<file path="src/rtl/dds_voice_engine.sv">
// Time-multiplexed DDS voice engine: NUM_VOICES phase accumulators scanned once per sample_tick and summed.
// Latency: mix_valid NUM_VOICES+1 cycles after the tick edge; config writes stall (cfg_ready low) during a scan.
module dds_voice_engine #(
    parameter int NUM_VOICES = 4,
    parameter int TUNE_WIDTH = 16,
    parameter int WAVE_WIDTH = 12,
    localparam int VW        = $clog2(NUM_VOICES),
    localparam int MIX_WIDTH = WAVE_WIDTH + VW
) (
    input  logic                  clk,
    input  logic                  rst_n,
    input  logic                  sample_tick,
    input  logic                  cfg_valid,
    output logic                  cfg_ready,
    input  logic [VW-1:0]         cfg_voice,
    input  logic [1:0]            cfg_field,
    input  logic [TUNE_WIDTH-1:0] cfg_data,
    output logic [MIX_WIDTH-1:0]  mix_out,
    output logic                  mix_valid,
    output logic                  busy,
    output logic                  overrun
);

    typedef enum logic [1:0] {IDLE, SCAN, DONE} state_t;

    localparam logic [VW:0]           NV_LIM   = (VW+1)'(NUM_VOICES);
    localparam logic [VW-1:0]         LAST_IDX = VW'(NUM_VOICES - 1);
    localparam logic [WAVE_WIDTH-1:0] PW_RST   = {1'b1, {(WAVE_WIDTH-1){1'b0}}};

    state_t state_q, state_d;

    logic [TUNE_WIDTH-1:0] phase_q [NUM_VOICES];
    logic [TUNE_WIDTH-1:0] tune_q  [NUM_VOICES];
    logic [1:0]            wsel_q  [NUM_VOICES];
    logic                  en_q    [NUM_VOICES];
    logic [WAVE_WIDTH-1:0] pw_q    [NUM_VOICES];

    logic [VW-1:0]         idx_q;
    logic [MIX_WIDTH-1:0]  acc_q;
    logic [MIX_WIDTH-1:0]  acc_nxt;
    logic [TUNE_WIDTH-1:0] cur_phase;
    logic [WAVE_WIDTH-1:0] p;
    logic [WAVE_WIDTH-1:0] tri_t;
    logic [WAVE_WIDTH-1:0] sample;
    logic                  last_voice;
    logic                  cfg_fire;
    logic                  voice_ok;

    assign cfg_ready  = (state_q == IDLE);
    assign busy       = (state_q == SCAN) || (state_q == DONE);
    assign cfg_fire   = cfg_valid && cfg_ready;
    assign voice_ok   = ({1'b0, cfg_voice} < NV_LIM);
    assign last_voice = (idx_q == LAST_IDX);

    assign cur_phase = phase_q[idx_q];
    assign p         = cur_phase[TUNE_WIDTH-1 -: WAVE_WIDTH];
    assign tri_t     = {p[WAVE_WIDTH-2:0], 1'b0};

    always_comb begin
        sample = '0;
        case (wsel_q[idx_q])
            2'd0:    sample = p;
            2'd1:    sample = (p < pw_q[idx_q]) ? '1 : '0;
            2'd2:    sample = p[WAVE_WIDTH-1] ? ~tri_t : tri_t;
            default: sample = '0;
        endcase
    end

    // Accumulator is sized so NUM_VOICES full-scale samples cannot overflow.
    assign acc_nxt = acc_q + (en_q[idx_q] ? MIX_WIDTH'(sample) : '0);

    always_ff @(posedge clk) begin
        if (!rst_n) state_q <= IDLE;
        else        state_q <= state_d;
    end

    always_comb begin
        state_d = state_q;
        case (state_q)
            IDLE:    if (sample_tick) state_d = SCAN;
            SCAN:    if (last_voice)  state_d = DONE;
            DONE:    state_d = IDLE;
            default: state_d = IDLE;
        endcase
    end

    always_ff @(posedge clk) begin
        if (!rst_n) begin
            idx_q     <= '0;
            acc_q     <= '0;
            mix_out   <= '0;
            mix_valid <= 1'b0;
            overrun   <= 1'b0;
            for (int v = 0; v < NUM_VOICES; v++) begin
                phase_q[v] <= '0;
                tune_q[v]  <= '0;
                wsel_q[v]  <= '0;
                en_q[v]    <= 1'b0;
                pw_q[v]    <= PW_RST;
            end
        end else begin
            mix_valid <= 1'b0;
            overrun   <= sample_tick && (state_q != IDLE);

            if (cfg_fire && voice_ok) begin
                case (cfg_field)
                    2'd0: tune_q[cfg_voice] <= cfg_data;
                    2'd1: begin
                        wsel_q[cfg_voice] <= cfg_data[1:0];
                        en_q[cfg_voice]   <= cfg_data[2];
                    end
                    2'd2: pw_q[cfg_voice] <= cfg_data[TUNE_WIDTH-1 -: WAVE_WIDTH];
                    default: phase_q[cfg_voice] <= cfg_data;
                endcase
            end

            case (state_q)
                IDLE: begin
                    if (sample_tick) begin
                        acc_q <= '0;
                        idx_q <= '0;
                    end
                end
                SCAN: begin
                    acc_q <= acc_nxt;
                    idx_q <= idx_q + VW'(1);
                    if (en_q[idx_q])
                        phase_q[idx_q] <= cur_phase + tune_q[idx_q];
                    // Result is published as the scan ends so it is visible during DONE.
                    if (last_voice) begin
                        mix_out   <= acc_nxt;
                        mix_valid <= 1'b1;
                    end
                end
                default: ;
            endcase
        end
    end

endmodule

</file>
<file path="config.mk">
export PLATFORM = sky130hd
export DESIGN_NAME = dds_voice_engine
export DESIGN_NICKNAME = d
export VERILOG_FILES = /design/src/rtl/dds_voice_engine.sv
export SDC_FILE = /design/constraint.sdc
export NUM_CORES = 1
export LEC_CHECK = 0
export CORE_MARGIN = 4
export CORE_UTILIZATION = 26
export CTS_BUF_LIST = sky130_fd_sc_hd__clkbuf_4
export DETAILED_ROUTE_END_ITERATION = 6
export HOLD_SLACK_MARGIN = 0.12
export PLACE_DENSITY = 0.49
export SLEW_MARGIN = 20
export SYNTH_ARGS = -nofsm -noshare
export SYNTH_HDL_FRONTEND = slang
export SYNTH_SLANG_ARGS = --single-unit
export TNS_END_PERCENT = 10
</file>
<file path="constraint.sdc">
create_clock -name clk -period 6.8 [get_ports clk]
set_clock_uncertainty 0.05 [all_clocks]
set_input_delay 1.7 -clock clk [delete_from_list [all_inputs] [get_ports clk]]
set_output_delay 1.7 -clock clk [all_outputs]
set_load 0.02 [all_outputs]
</file>
==> results.md <==
* Most numerous cell in the Yosys netlist: edfxtp_1
* Clock sink count at 224
* # setup viols final at 0
* DIE AREA at around 0.047 mm2
* CTS tree: built
* Largest net degree at the start of global routing at slightly below 60
* Flops & latches, synth at between 200 and 250
* Starting Density at between 20% and 30%
* Layout area overhead at 16.6%
* Sequential share of the synthesized area at between 50% and 60%
* Leakage at 0.00519 uW
* Vias in the first global route at 8128
* Post-synthesis cell count at 950
* Total GRT Usage at between 10% and 20%
* Global route total overflow at 0
* Mean routed wirelength per cell at around 19 um
* Critical Path End Type: flop
* PwrDens at 235 mW/mm2
* Number of max-cap violations at 0
* CTS clk-pin slew, worst paths at 0.06 ns
* Hold Path Class: flop to flop
* R2r setup slk at roughly 1.5 ns
* Global-route wire length before repair at 48700 um
* CTS buffer count at 67
* Final worst-path cycle share at 77.6%
* Slowest-stage cell, CP: dfxtp_4
* Main synth FF type: edfxtp_1
* Clock Latency Late Sink at 0.67 ns
* Top cell type's share of synthesized area at 48.5%
* Share of cells above drive strength 1 at around 17%
* Hold EP: mix_out[9]
* Final RePlAce weighted congestion at 0.814
* WS Path Type: flop to flop
* Final net count at 1087
* Area contributors post-synth: edfxtp_1 48%, mux4_2 9.0%, dfxtp_1 6.8%, and3_1 5.2%, ha_1 4.5%
* Async SR Flop Fraction at 0%
* H-tree depth at 3
* Drt first-iter violations at 431
* Total negative slack at 0 ns
* HPWL after detailed placement at between 20000 and 25000 um
* Row Count at 76
* RSZ-0062 raised after global routing: no
* Peak VDD IR at approximately 83 uV
* Post-CTS Hold Fix Bufs at 0
* CP dominant cell by count: a21oi_1
* Antenna Nets Post-Route at 0
* Hold Vio Cnt, Final at 0
* Core ar. at 0.0433 mm2
* DR vias/cell at 4.75
* Die X at 218 um
* Cell area after synthesis at 0.0115 mm2
* Root buffer cell: clkbuf_4
* Design area at 0.0134 mm2
* Cell Area, Placed at 0.0125 mm2
* Yosys warns at 0
* Die H at 218 um
* Final slew viol count at 0
* Worst-path cell chain: mux4_2 > ha_1 > a21o_1 > a21oi_1 > o22ai_1 > nor3_1 > o21a_1 > a21oi_1 > nor2b_1 > ha_1 > inv_1 > fa_1 > nor2b_1 > o21a_1 > o21ai_0 > a21oi_1 > a21oi_1 > mux2i_1 > a31o_2
* Buffers on Ports at 41
* Synth area leader: edfxtp_1
* Post-Syn Nets at 1017
* R2R cell count at 19
* Status: finished, final reports clean
* Post-synth EDFFs at between 150 and 200
* Slew @ Worst Pin at 0.921 ns
* CP max stage delay at between 0.8 and 0.9 ns
* Synth unique cells at 58
* Slew margin rel. at 38.4%
* Initial antenna violation count at 2
* DRC viols at 0
* Fin crit period at 5.28 ns
* Fmax at around 0.19 GHz
* Crit path DAT at 5.76 ns
* Commonest cells in the netlist: 185 x edfxtp_1, 95 x and3_1, 82 x nor2_1
* Worst EP required at 7.28 ns
* Syn Area/Cell at 12.1 um2
* Resized Gates After CTS at 0
* Clock Tree Buf Depth at 3
* DR pass1 iterations at 5
* Hold path start: mix_out[9]
* WHS Path Cells at 2
* Post-CTS setup buffers at 0
* Worst R2R End: mix_out[10]
* Total power at 3140 uW
* Worst-path maximum fanout at 36
* Min Hold Slack at 0.407 ns
* Vias post-DR at 7849
* Top Ports at 42
* Final wirelength at 31400 um
* Element type at the critical path start: flop
worst max-delay path: cells and delay by family, from the launching register on:
| family | cells | cell delay (ns) |
|---|---|---|
| compound gates | 10 | 1.85 |
| flops | 1 | 0.88 |
| fa+ha+maj | 3 | 0.93 |
| mux | 2 | 0.87 |
| simple gates | 3 | 0.51 |
| buf+inv | 1 | 0.06 |
worst max path at each step:
stage	start	endpoint	depth (start not counted)
3_5_place_dp	flop	mix_out[10]	19
2_1_floorplan	flop	acc_q[12]	21
3_3_place_gp	flop	mix_out[10]	19
4_1_cts	flop	mix_out[10]	19
5_1_grt	flop	mix_out[10]	19
6_report	flop	mix_out[10]	19
metrics by stage:
step / utilization (%) / cells / worst slack, ns
6_report: 30.9 / 1654 / 1.52
5_1_grt: 30.9 / 1654 / 1.03
4_1_cts: 30.9 / 1652 / 1.42
3_5_place_dp: 28.9 / 1536 / 1.46
3_3_place_gp: 28.9 / 1536 / 1.48
2_1_floorplan: - / 950 / 1.97
cell type report:
cell class | count | area [um2]
diodes | 2 | 5.00
clock buffers | 96 | 721
clock inverters | 20 | 103
fillers | 4446 | 29900
inverters | 39 | 146
multi-input cells | 627 | 4740
flip-flops and latches | 224 | 6340
well taps | 585 | 732
repair buffers | 61 | 568
placed cells by master (no fill, tap or decap), drive strengths merged, types with 14 or more instances in the layout:
cell / count
and3: 95
ha: 41
edfxtp: 185
a21o: 14
inv: 38
and2: 32
xnor2: 21
nand2: 54
buf: 21
clkdlybuf4s50: 40
dfxtp: 39
clkbuf: 96
nor2: 82
nand3: 21
a21oi: 59
nor3: 14
mux4: 46
o21ai: 27
clkinv: 20
registers in the layout, summed over array words and instances (netlist names), named ones only:
register   cells
acc_q         14
wsel_q         8
mix_valid      1
pw_q          48
tune_q        64
idx_q          2
mix_out       14
phase_q       64
en_q           4
state_q        2
overrun        1
power by group:
| group | total [uW] | switching, uW | internal, uW |
|---|---|---|---|
| Clock | 1260 | 579 | 684 |
| Sequential | 1560 | 23.7 | 1530 |
| Combinational | 324 | 201 | 123 |
| Total | 3140 | 804 | 2340 |
cell families after synthesis:
kind of cell	count (synthesis)	share of synthesized area (%)
compound gates	164	9.18
simple gates	334	14.9
buf+inv	99	3.51
xor+xnor	32	2.45
flops	224	55.3
fa+ha+maj	43	4.83
mux	54	9.79
routing by layer:
layer	global-route usage (%)	part of all wire, %	vias to the layer above
met5	0	0	-
met4	4.13	1.8	0
met3	2.74	3.6	45
met2	22.0	49	170
met1	17.5	46	3896
li1	-	-	3738
Note: power is estimated with default switching activity, not from simulation.
